**config.mk**
```make
export PLATFORM = sky130hd
export DESIGN_NAME = ir_frame_decoder
export DESIGN_NICKNAME = d
export VERILOG_FILES = /design/src/rtl/ir_frame_decoder.sv
export SDC_FILE = /design/constraint.sdc
export NUM_CORES = 1
export LEC_CHECK = 0
export BUFFER_PORTS_ARGS = -buffer_cell sky130_fd_sc_hd__buf_2
export CAP_MARGIN = 20
export CORE_MARGIN = 2
export CORE_UTILIZATION = 58
export DETAILED_ROUTE_END_ITERATION = 7
export PLACE_DENSITY_LB_ADDON = 0.05
export SYNTH_ARGS = -nofsm -noshare
export SYNTH_HDL_FRONTEND = slang
export SYNTH_SLANG_ARGS = --single-unit
export TNS_END_PERCENT = 20
```
**constraint.sdc**
```tcl
create_clock -name CLK -period 12.5 [get_ports CLK]
set_input_delay 1.875 -clock CLK [delete_from_list [all_inputs] [get_ports CLK]]
set_output_delay 1.875 -clock CLK [all_outputs]
set_load 0.005 [all_outputs]
```
**src/rtl/ir_frame_decoder.sv**
```systemverilog
// IR pulse-width frame decoder: tick prescaler, input synchroniser, pulse classifier FSM, frame FIFO.
// Optional IR_GLITCH_FILTER_EN adds a GLITCH_TICKS debounce on the sampled level.
module ir_frame_decoder #(
    parameter int DIV_COUNT    = 750,
    parameter int FRAME_BITS   = 12,
    parameter int ZERO_MIN     = 20,
    parameter int ZERO_MAX     = 90,
    parameter int ONE_MIN      = 91,
    parameter int ONE_MAX      = 180,
    parameter int START_MIN    = 181,
    parameter int START_MAX    = 250,
    parameter int IDLE_TIMEOUT = 1000,
    parameter int FIFO_DEPTH   = 4,
    parameter int CNT_W        = 16
`ifdef IR_GLITCH_FILTER_EN
    ,
    parameter int GLITCH_TICKS = 3
`endif
) (
    input  logic                          CLK,
    input  logic                          RST,
    input  logic                          ir_signal,
    output logic [FRAME_BITS-1:0]         frame_data,
    output logic                          frame_valid,
    input  logic                          frame_ready,
    output logic [$clog2(FIFO_DEPTH):0]   fifo_level,
    output logic [31:0]                   frame_count,
    output logic [15:0]                   error_count,
    output logic [15:0]                   overflow_count,
    output logic                          busy
);

    // state     | meaning
    // HUNT_HIGH | idle, waiting for a falling edge
    // HUNT_LOW  | measuring a candidate start pulse
    // GAP       | inside a frame, measuring high time between pulses
    // MARK      | inside a frame, measuring a data/start low pulse
    typedef enum logic [1:0] {HUNT_HIGH, HUNT_LOW, GAP, MARK} state_t;

    localparam int PW = (DIV_COUNT > 1) ? $clog2(DIV_COUNT) : 1;
    localparam int BW = $clog2(FRAME_BITS + 1);
    localparam int AW = $clog2(FIFO_DEPTH);

    state_t state_q, state_d;

    logic [PW-1:0]         presc_q;
    logic                  tick;
    logic                  sync1_q, sync2_q;
    logic                  level_q, level_d;
    logic                  fall, rise;

    logic [CNT_W-1:0]      width_q, width_d, width_inc;
    logic [CNT_W-1:0]      gap_q, gap_d, gap_inc;
    logic [FRAME_BITS-1:0] shift_q, shift_d;
    logic [BW-1:0]         bitcnt_q, bitcnt_d, bitcnt_inc;
    logic                  win_start, win_one, win_zero, last_bit, gap_timeout;
    logic                  push, err_inc;

    logic [FRAME_BITS-1:0] mem_q [FIFO_DEPTH];
    logic [AW-1:0]         wr_ptr_q, rd_ptr_q;
    logic [AW:0]           count_q;
    logic                  full, pop, push_ok, ovf;
    logic [31:0]           frame_cnt_q;
    logic [15:0]           err_cnt_q, ovf_cnt_q;

    assign tick = (presc_q == PW'(DIV_COUNT - 1));

    always_ff @(posedge CLK or posedge RST) begin
        if (RST) begin
            presc_q <= '0;
            sync1_q <= 1'b1;
            sync2_q <= 1'b1;
            level_q <= 1'b1;
        end else begin
            presc_q <= tick ? '0 : presc_q + 1'b1;
            sync1_q <= ir_signal;
            sync2_q <= sync1_q;
            level_q <= level_d;
        end
    end

`ifdef IR_GLITCH_FILTER_EN
    localparam int GW = $clog2(GLITCH_TICKS + 1);
    logic [GW-1:0] glt_q, glt_d;

    // Level flips only after GLITCH_TICKS consecutive differing samples.
    always_comb begin
        level_d = level_q;
        glt_d   = glt_q;
        if (tick) begin
            if (sync2_q != level_q) begin
                if (glt_q == GW'(GLITCH_TICKS - 1)) begin
                    level_d = sync2_q;
                    glt_d   = '0;
                end else begin
                    glt_d = glt_q + 1'b1;
                end
            end else begin
                glt_d = '0;
            end
        end
    end

    always_ff @(posedge CLK or posedge RST) begin
        if (RST) glt_q <= '0;
        else     glt_q <= glt_d;
    end
`else
    assign level_d = tick ? sync2_q : level_q;
`endif

    assign fall = tick &  level_q & ~level_d;
    assign rise = tick & ~level_q &  level_d;

    assign width_inc   = (width_q == '1) ? width_q : width_q + 1'b1;
    assign gap_inc     = (gap_q == '1) ? gap_q : gap_q + 1'b1;
    assign bitcnt_inc  = bitcnt_q + 1'b1;
    assign last_bit    = (bitcnt_inc == BW'(FRAME_BITS));
    assign gap_timeout = (gap_inc >= CNT_W'(IDLE_TIMEOUT));
    assign win_start   = (width_q >= CNT_W'(START_MIN)) && (width_q <= CNT_W'(START_MAX));
    assign win_one     = (width_q >= CNT_W'(ONE_MIN))   && (width_q <= CNT_W'(ONE_MAX));
    assign win_zero    = (width_q >= CNT_W'(ZERO_MIN))  && (width_q <= CNT_W'(ZERO_MAX));

    always_ff @(posedge CLK or posedge RST) begin
        if (RST) state_q <= HUNT_HIGH;
        else     state_q <= state_d;
    end

    always_comb begin
        state_d = state_q;
        if (tick) begin
            case (state_q)
                HUNT_HIGH: if (fall) state_d = HUNT_LOW;
                HUNT_LOW:  if (rise) state_d = win_start ? GAP : HUNT_HIGH;
                GAP: begin
                    if (fall)             state_d = MARK;
                    else if (gap_timeout) state_d = HUNT_HIGH;
                end
                MARK: begin
                    if (rise) begin
                        if (win_start)                state_d = GAP;
                        else if (win_one || win_zero) state_d = last_bit ? HUNT_HIGH : GAP;
                        else                          state_d = HUNT_HIGH;
                    end
                end
                default: state_d = HUNT_HIGH;
            endcase
        end
    end

    always_comb begin
        busy     = (state_q == GAP) || (state_q == MARK);
        width_d  = width_q;
        gap_d    = gap_q;
        shift_d  = shift_q;
        bitcnt_d = bitcnt_q;
        push     = 1'b0;
        err_inc  = 1'b0;
        if (tick) begin
            case (state_q)
                HUNT_HIGH: if (fall) width_d = CNT_W'(1);
                HUNT_LOW: begin
                    if (rise) begin
                        if (win_start) begin
                            bitcnt_d = '0;
                            gap_d    = '0;
                        end
                    end else begin
                        width_d = width_inc;
                    end
                end
                GAP: begin
                    if (fall)             width_d = CNT_W'(1);
                    else if (gap_timeout) err_inc = (bitcnt_q != '0);
                    else                  gap_d   = gap_inc;
                end
                MARK: begin
                    if (rise) begin
                        if (win_start) begin
                            err_inc  = (bitcnt_q != '0);
                            bitcnt_d = '0;
                            gap_d    = '0;
                        end else if (win_one || win_zero) begin
                            shift_d  = (shift_q << 1) | FRAME_BITS'(win_one);
                            bitcnt_d = bitcnt_inc;
                            gap_d    = '0;
                            push     = last_bit;
                        end else begin
                            err_inc = 1'b1;
                        end
                    end else begin
                        width_d = width_inc;
                    end
                end
                default: ;
            endcase
        end
    end

    always_ff @(posedge CLK or posedge RST) begin
        if (RST) begin
            width_q  <= '0;
            gap_q    <= '0;
            shift_q  <= '0;
            bitcnt_q <= '0;
        end else begin
            width_q  <= width_d;
            gap_q    <= gap_d;
            shift_q  <= shift_d;
            bitcnt_q <= bitcnt_d;
        end
    end

    // A pop frees a slot on the same edge, so a full FIFO still accepts a push then.
    assign full    = (count_q == (AW+1)'(FIFO_DEPTH));
    assign pop     = frame_valid & frame_ready;
    assign push_ok = push & (~full | pop);
    assign ovf     = push & full & ~pop;

    always_ff @(posedge CLK or posedge RST) begin
        if (RST) begin
            for (int i = 0; i < FIFO_DEPTH; i++) mem_q[i] <= '0;
            wr_ptr_q    <= '0;
            rd_ptr_q    <= '0;
            count_q     <= '0;
            frame_cnt_q <= '0;
            err_cnt_q   <= '0;
            ovf_cnt_q   <= '0;
        end else begin
            if (push_ok) begin
                mem_q[wr_ptr_q] <= shift_d;
                wr_ptr_q        <= wr_ptr_q + 1'b1;
            end
            if (pop) rd_ptr_q <= rd_ptr_q + 1'b1;
            case ({push_ok, pop})
                2'b10:   count_q <= count_q + 1'b1;
                2'b01:   count_q <= count_q - 1'b1;
                default: count_q <= count_q;
            endcase
            if (push && frame_cnt_q != '1) frame_cnt_q <= frame_cnt_q + 1'b1;
            if (err_inc && err_cnt_q != '1) err_cnt_q <= err_cnt_q + 1'b1;
            if (ovf && ovf_cnt_q != '1) ovf_cnt_q <= ovf_cnt_q + 1'b1;
        end
    end

    assign frame_data     = mem_q[rd_ptr_q];
    assign frame_valid    = (count_q != '0);
    assign fifo_level     = count_q;
    assign frame_count    = frame_cnt_q;
    assign error_count    = err_cnt_q;
    assign overflow_count = ovf_cnt_q;

endmodule

```
==> results of run 1 <==
[state kept, by name, indices dropped and copies added, names as in the netlist]
name / cells
fifo_level: 3
level_q: 1
sync1_q: 1
bitcnt_q: 4
mem_q: 48
sync2_q: 1
error_count: 16
rd_ptr_q: 2
gap_q: 16
overflow_count: 16
width_q: 16
presc_q: 10
state_q: 2
shift_q: 12
frame_count: 32
wr_ptr_q: 2
[power breakdown]
part	internal (mW)	switching, mW
sequential	0.598	0.0294
combinational	0.0334	0.0277
clock	0.289	0.248
total	0.920	0.305
[cell families (layout without fill, tap and decap cells)]
group | count (synthesis) | in the layout
flops | 182 | 182
xor+xnor | 73 | 73
fa+ha+maj | 18 | 18
mux | 34 | 34
compound gates | 166 | 166
buf+inv | 73 | 165
simple gates | 354 | 354
[through the flow]
step | utilization (%) | setup slack, ns | area, um^2 | hold slack (ns)
4_1_cts | 67.00 | 8.435 | 10190 | 0.3604
3_3_place_gp | 63.05 | 8.585 | 9584 | 0.3469
3_5_place_dp | 63.05 | 8.469 | 9584 | 0.3513
6_report | 67.28 | 8.514 | 10230 | 0.3583
5_1_grt | 67.28 | 8.329 | 10230 | 0.3646
2_1_floorplan | - | 5.686 | 9041 | 0.3452
[Yosys cell counts (all sizes together) (5+ instances only)]
| library cell | instances |
|---|---|
| nor2b | 6 |
| clkbuf | 11 |
| xor2 | 21 |
| nor3 | 26 |
| o31ai | 11 |
| nor2 | 108 |
| a31oi | 8 |
| or2 | 5 |
| mux2 | 8 |
| mux4 | 12 |
| and4 | 5 |
| dfrtp | 179 |
| xnor2 | 52 |
| nand4 | 31 |
| a21oi | 64 |
| o21ai | 47 |
| inv | 41 |
| and2 | 9 |
| ha | 17 |
| nor4 | 6 |
| nand3 | 49 |
| and3 | 16 |
| mux2i | 14 |
| nand2 | 75 |
| buf | 21 |
[routing by layer]
metal	global-route usage (%)	wire length [um]	vias to the layer above
met5	0	0	-
li1	-	-	3336
met1	32.33	8519	3439
met4	8.056	344	0
met2	39.18	9473	199
met3	5.738	921	37
[how the worst max path moves through the flow]
stage | end | slack [ns] | depth (start not counted)
floorplan | bitcnt_q[0] | 5.69 | 1
global placement | fifo_level[2] | 8.59 | 9
detailed placement | fifo_level[2] | 8.47 | 9
CTS | frame_data[1] | 8.43 | 2
global route | fifo_level[2] | 8.33 | 11
finish | frame_data[10] | 8.51 | 2
[area by class of cell]
class	count	share of cell area, %
inverter	41	1.554
clock inverter	14	1.590
tap	188	2.300
sequential	182	44.56
clock buffer	18	4.294
timing repair buffer	92	4.893
multi-input combinational	645	40.81
[critical path, delay by kind of cell (launching register included)]
kind                   cells  cell delay (ns)
buffers and inverters      1             0.15
DFF                        1             0.90
muxes                      1             0.62
==> metrics, run 1 <==
# nets final 1001; XOR/XNOR share of the synthesized area 7.072%; CTS tree built; Fmax 250.9 MHz; Final Hold Fails 0; Primary FF master, synth dfrtp_1; largest net degree at the start of global routing 93; Synth Instances 900; top cell type's share of synthesized area 49.54%; Die H 128.9 um; asr flop ratio synth 100.0%; Die X 128.9 um; area of the multi-input gates 4174 um^2; H-tree Lvls 4; FF-to-FF Start state_q[0]; Iter 0 DRT Violations 605; post-route clock period utilization 31.89%; antenna violations before repair 0; total power 1.225 mW; via count 7011; path depth of the worst reg2reg path 7; Setup Buffers After CTS 0; critical path arrival 2.11 ns; detailed-router iteration count before antenna repair 5; IO buf count 84; Starting Density 59.47%; Worst-Margin Slew 0.9115 ns; clock sink count 182; final setup TNS 0 ns; CP max-delay cell dfrtp_1; Placer Congestion 0.8900; commonest non-fill, non-tap cell in the layout dfrtp_1; PD cells 119.8 nW/um^2; non-filler cells, final 1180; Clock transition at path regs 0.07 ns; # resized after CTS 0; Core Rows 45; core box area 15200 um^2; Synth Warn # 0; Seq/Total Area, Yosys 50.42%; Syn-to-layout area delta 13.13%; Hold Crit Endpoint sync2_q; Slew Limit Fails 0; global-route wire length before repair 32.17 mm; post-synthesis cell type count 69; vias per inst 5.942; status completed; Synth area leader dfrtp_1; critical path startpoint rd_ptr_q[0]; share of cells above drive strength 1 17.34%; EDFF count, synth 0; endpoints failing setup 0; R2R Setup Slk 8.60 ns; mux cell area share after synthesis 5.536%; Synthesized Nets 922; remaining global-route overflow 0; TritonCTS Buffers 17; kind of critical path reg -> out; antenna violation net count after detailed routing 0; clock skew 0.009491 ns; clk_lat worst skew 0.44 ns; Critical Path Fanout Max 14; Max VDD drop 0.1169 mV; Syn Area/Cell 10.05 um^2; die area 16600 um^2; IO Count 85; Antenna Cells 0; Placed Instances 1145; synth top area cells dfrtp_1, xnor2_1, nor2_1; hold path depth 0; RSZ-0062 raised after global routing false; Slew HR 38.67%; Leakage 4.564 nW; startpoint types register; Compound-Gate Fraction of Synth Area 10.88%; flip-flop and latch area 4558 um^2; DR WL/cell 16.32 um; synthesized cell area 9041 um^2; Total GRT Usage 24.16%; Yosys reg bits 182; largest family of logic cells by synthesized area simple AND/OR/NAND/NOR gates; Largest stage delay, worst path 0.90 ns; most frequent cells in the layout dfrtp_1, nor2_1, buf_2; CP required 10.62 ns; vias in the first global route 6714; Post-CTS Hold Fix Bufs 0; endpoint class of the critical path primary output; drc violations 0; hpwl dp 12.93 mm; FILL cells 1169; clock root buffer clkbuf_16; worst-path cell chain mux4_2 -> buf_2; adder-cell share of the synthesized area 2.574%; maxcap violations 0; clock buffer depth 2; FF-to-FF End mem_q[12]; Hold/Removal Path Class reg -> reg; post-route minimum period 3.986 ns; Post-Route WL 19.26 mm; worst hold start sync1_q; Post-Synth Simple-Gate Area 20.11%
Power figures use the tool's default switching activity.
==> run 2: changes to the inputs <==
- clock period: 12.5 -> 4.1 ns (I/O delays scaled with it)
==> run 2 against run 1 <==
Compared with the run above:
- core utilization grew 0.19 points
- sequential share of layout area shrank 0.12 points
- via count is essentially flat
- count of clock-buffer cells in the layout shrank 1
- critical path depth grew 9
- power grew to 3.1 times the previous value
- first-iteration DRC count shrank 7.3%
- highest routed layer unchanged
==> metrics, run 2 (synthesized netlist as in run 1, its figures left out) <==
Post-CTS Hold Fix Bufs 0 (unchanged); core box area 15200 um^2 (unchanged); CP required 4.41 ns (-6.21 ns); Starting Density 59.47% (unchanged); max reg flops 48 (unchanged); Largest Register mem_q; smallest setup slack after layout 0.4845 ns (-8.030 ns); Final Util 67.47% (+0.19 points); Slew HR 30.27% (-8.4 points); FILL cells 1175 (+0.51%); PD cells 370.1 nW/um^2 (+210%); crit-path leading delay family simple AND/OR/NAND/NOR gates; Antenna Cells 0 (unchanged); CTS tree built; final setup TNS 0 ns (unchanged); area of the multi-input gates 4174 um^2 (unchanged); Total GRT Usage 25.07% (+0.91 points); post-route clock period utilization 88.18%; Slew Limit Fails 0 (unchanged); RSZ-0062 raised after global routing false; Hold Crit Endpoint sync1_q; Post-Route WL 19.80 mm (+2.8%); IO buf count 84 (unchanged); vias in the first global route 6871 (+2.3%); Die H 128.9 um (unchanged); # nets final 1005 (+0.40%); Core Rows 45 (unchanged); Clock transition at path regs 0.07 ns (about the same); Setup Buffers After CTS 0 (unchanged); endpoint class of the critical path register; antenna violations before repair 0 (unchanged); share of cells above drive strength 1 17.67% (+0.33 points); CP max-delay cell or3_1; most frequent cells in the layout dfrtp_1, nor2_1, buf_2; Max VDD drop 0.3755 mV (+220%); clock skew 0.01002 ns (+0.0005276 ns); # resized after CTS 0 (unchanged); Critical path buffers and inverters 1 (unchanged); DR WL/cell 16.72 um (+2.4%); clock sink count 182 (unchanged); largest net degree at the start of global routing 183 (+97%); kind of critical path reg -> reg; Iter 0 DRT Violations 561 (-7.3%); critical path arrival 3.93 ns (+1.82 ns); commonest non-fill, non-tap cell in the layout dfrtp_1; antenna violation net count after detailed routing 0 (unchanged); Hold/Removal Path Class in -> reg; detailed-router iteration count before antenna repair 5 (unchanged); worst-path cell chain nor3b_2 -> a41oi_1 -> o221ai_1 -> nand4b_1 -> or3_1 -> ha_1 -> inv_1 -> fa_1 -> xor2_1 -> nor2_1 -> xor2_1; flip-flop and latch area 4558 um^2 (unchanged); R2R Setup Slk 0.48 ns (-8.12 ns); path depth of the worst reg2reg path 11 (+4); vias per inst 5.923 (-0.31%); H-tree Lvls 4 (unchanged); endpoints failing setup 0 (unchanged); IO Count 85 (unchanged); global-route wire length before repair 33.40 mm (+3.8%); Critical Path Fanout Max 13 (-1); Hold WS 0.2895 ns (-0.06887 ns); FF-to-FF End fifo_level[2]; clock buffer depth 2 (unchanged); TritonCTS Buffers 17 (unchanged); Place WS 0.5149 ns (-7.954 ns); hpwl dp 13.28 mm (+2.7%); most used cell, CP xor2_1; Placer Congestion 0.8801 (-1.1%); Worst-Margin Slew 1.036 ns (+0.1249 ns); Die X 128.9 um (unchanged); die area 16600 um^2 (unchanged); clock root buffer clkbuf_16; post-route minimum period 3.616 ns; startpoint types register; status completed; Syn-to-layout area delta 13.45%; maxcap violations 0 (unchanged); FF-to-FF Start width_q[6]; Fmax 276.6 MHz; Leakage 4.583 nW (+0.42%); hold path depth 1 (+1); Largest stage delay, worst path 0.64 ns (-0.26 ns); worst hold start ir_signal; drc violations 0 (unchanged); clk_lat worst skew 0.43 ns (about the same); via count 7013 (+0.029%); remaining global-route overflow 0 (unchanged); Final Hold Fails 0 (unchanged)
run 2: how the worst max path moves through the flow:
stage	from	to	slack [ns]	cells after the start
floorplan	width_q[1]	fifo_level[2]	1.07	13
global placement	width_q[6]	fifo_level[2]	0.68	11
detailed placement	width_q[6]	fifo_level[2]	0.51	11
CTS	width_q[6]	fifo_level[2]	0.48	11
global route	width_q[6]	fifo_level[2]	0.18	11
finish	width_q[6]	fifo_level[2]	0.48	11
run 2: power breakdown:
part | total, mW | leakage [nW] | switching (mW) | internal [mW]
registers | 1.91 | 2.27 | 0.0910 | 1.82
logic | 0.190 | 2.01 | 0.0888 | 0.101
clock network | 1.69 | 0.298 | 0.767 | 0.927
total | 3.80 | 4.58 | 0.946 | 2.85
run 2: final cells by class:
| cell class | instances | share of cell area [%] |
|---|---|---|
| clock buffer | 17 | 4.147 |
| inverter | 41 | 1.537 |
| sequential | 182 | 44.44 |
| clock inverter | 15 | 1.793 |
| multi-input combinational | 645 | 40.69 |
| timing repair buffer | 96 | 5.099 |
| tap | 188 | 2.293 |
run 2: per-layer routing:
layer / GRT usage (%) / vias to the layer above / part of all wire (%)
met5: 0 / - / 0
met4: 9.335 / 0 / 2.5
met3: 4.532 / 39 / 4.1
met2: 41.49 / 184 / 49
met1: 33.33 / 3439 / 44
li1: - / 3351 / -
run 2: per-stage QoR:
step | cell area (um^2) | std cells | total power, mW
global placement | 9648 | 1152 | 2.135
detailed placement | 9648 | 1152 | 2.139
floorplan | 9045 | 900 | 2.072
CTS | 10260 | 1184 | 3.833
finish | 10260 | 1184 | 3.797
global route | 10260 | 1184 | 3.941
==> run 3: changes to the inputs <==
- REMOVE_ABC_BUFFERS: unset -> 1
==> run 3 against run 2 <==
Compared with the run above:
- die area is the same
- wire length shrank 3.7%
- largest cell class unchanged
- largest power group unchanged
- non-clock buffer count grew 3
- sequential power is essentially flat
- maximum frequency shrank 1.4%
- power shrank 0.77%
- sequential share of layout area shrank 0.054 points
- hold slack lost 0.010 ns
==> metrics, run 3 (synthesized netlist as in run 1, its figures left out) <==
# resized after CTS 0 (unchanged); Fmax 272.7 MHz (-1.4%); Final Hold Fails 0 (unchanged); Switch Pwr 912.4 uW (-3.6%); # nets final 1008 (+0.30%); post-route cell area 10270 um^2 (+0.12%); Post-CTS Hold Fix Bufs 0 (unchanged); Slew Limit Fails 0 (unchanged); clock skew 0.007011 ns (-0.003008 ns); Die H 128.9 um (unchanged); FILL cells 1188 (+1.1%); Net Sw Frac 24.22% (-0.71 points); CTS tree built; remaining global-route overflow 0 (unchanged); worst-path cell chain nor3b_2 -> a41oi_1 -> o221ai_1 -> nand4b_1 -> or3_1 -> ha_1 -> inv_1 -> fa_1 -> mux2i_1; vias per inst 5.897 (-0.44%); Slew HR 38.98% (+8.7 points); Post-Route WL 19.06 mm (-3.7%); Placer Congestion 0.9261 (+5.2%); Critical path buffers and inverters 1 (unchanged); critical path startpoint width_q[6]; total power 3.767 mW (-0.77%); share of cells above drive strength 1 17.92% (+0.25 points); TritonCTS Buffers 17 (unchanged); Critical Path Fanout Max 13 (unchanged); Reg power frac 50.8% (+0.4 points); Largest Register mem_q; PD cells 366.8 nW/um^2 (-0.89%); die area 16600 um^2 (unchanged); maxcap violations 0 (unchanged); Total GRT Usage 24.20% (-0.87 points); endpoint class of the critical path register; clock root buffer clkbuf_16; Starting Density 59.47% (unchanged); core box area 15200 um^2 (unchanged); H-tree Lvls 4 (unchanged); kind of critical path reg -> reg; Syn-to-layout area delta 13.59%; startpoint types register; Die X 128.9 um (unchanged); commonest non-fill, non-tap cell in the layout dfrtp_1; Largest stage delay, worst path 0.66 ns (+0.02 ns); Leakage 4.582 nW (about the same); RSZ-0062 raised after global routing false; crit-path leading delay family simple AND/OR/NAND/NOR gates; most frequent cells in the layout dfrtp_1, nor2_1, buf_2; IO Count 85 (unchanged); DR WL/cell 16.05 um (-4.0%); largest net degree at the start of global routing 99 (-46%); Clock transition at path regs 0.07 ns (about the same); Core Rows 45 (unchanged); antenna violations before repair 0 (unchanged); drc violations 0 (unchanged); hpwl dp 13.28 mm (about the same); post-route minimum period 3.668 ns (+0.05205 ns); clock buffer depth 2 (unchanged); clk_lat worst skew 0.43 ns (about the same); vias in the first global route 6639 (-3.4%); Worst-Margin Slew 0.9084 ns (-0.1280 ns); IO buf count 84 (unchanged); Max VDD drop 0.2936 mV (-22%); clock sink count 182 (unchanged); Cell Area, Placed 9659 um^2 (+0.12%); antenna violation net count after detailed routing 0 (unchanged); Iter 0 DRT Violations 433 (-23%); final setup TNS 0 ns (unchanged); Hold WS 0.2793 ns (-0.01020 ns); post-route clock period utilization 89.45% (+1.3 points); endpoints failing setup 0 (unchanged); worst hold start ir_signal; Hold/Removal Path Class in -> reg; Setup Buffers After CTS 0 (unchanged); clock share of power 44.2% (-0.4 points); share of power burned in combinational logic 5.0% (about the same); max reg flops 48 (unchanged); global-route wire length before repair 32.10 mm (-3.9%); critical path arrival 4.01 ns (+0.08 ns); detailed-router iteration count before antenna repair 5 (unchanged); via count 7000 (-0.19%); FF-to-FF Start width_q[6]; Antenna Cells 0 (unchanged); CP max-delay cell or3_1; Int Pwr 2.855 mW (+0.16%); CP required 4.44 ns (+0.03 ns); status completed
run 3: final cells by class:
cell class / instances / area, um^2 / share of cell area [%]
clock buffer: 18 / 439.2 / 4.276
clock inverter: 14 / 171.4 / 1.669
inverter: 41 / 158.9 / 1.547
multi-input combinational: 645 / 4174 / 40.64
sequential: 182 / 4558 / 44.38
tap: 188 / 235.2 / 2.290
timing repair buffer: 99 / 533.0 / 5.190
run 3: metrics by stage:
| stage | utilization, % | instances | worst slack (ns) |
|---|---|---|---|
| after CTS | 67.56 | 1187 | 0.4435 |
| after global routing | 67.56 | 1187 | 0.1119 |
| final | 67.56 | 1187 | 0.4324 |
| after global placement | 63.54 | 1155 | 0.6716 |
| after detailed placement | 63.54 | 1155 | 0.4731 |
| after floorplan | - | 868 | -1.454 |
run 3: path summary, 6_finish.rpt:
kind | slack [ns] | end | cells after the start
worst max-delay path | 0.43 | fifo_level[1] | 9
worst min-delay path | 0.28 | sync1_q | 1
worst max register to register | 0.43 | fifo_level[1] | 9
worst min register to register | 0.38 | sync2_q | 0
max in group asynchronous | 2.77 | error_count[11] | 3
min in group asynchronous | 0.36 | frame_count[5] | 2
run 3: layer usage:
metal	global-route usage [%]	vias up	routed length [um]
li1	-	3343	-
met4	7.673	0	258
met1	33.10	3470	8840
met5	0	-	0
met3	4.699	23	757
met2	39.43	164	9200
run 3: power by group through the flow:
| stage | Clock, mW | Sequential (mW) | Combinational, mW |
|---|---|---|---|
| 3_5_place_dp | 0 | 1.95 | 0.194 |
| 4_1_cts | 1.69 | 1.92 | 0.194 |
| 3_3_place_gp | 0 | 1.95 | 0.184 |
| 5_1_grt | 1.77 | 1.93 | 0.210 |
| 2_1_floorplan | 0 | 1.92 | 0.141 |
| 6_report | 1.66 | 1.92 | 0.188 |
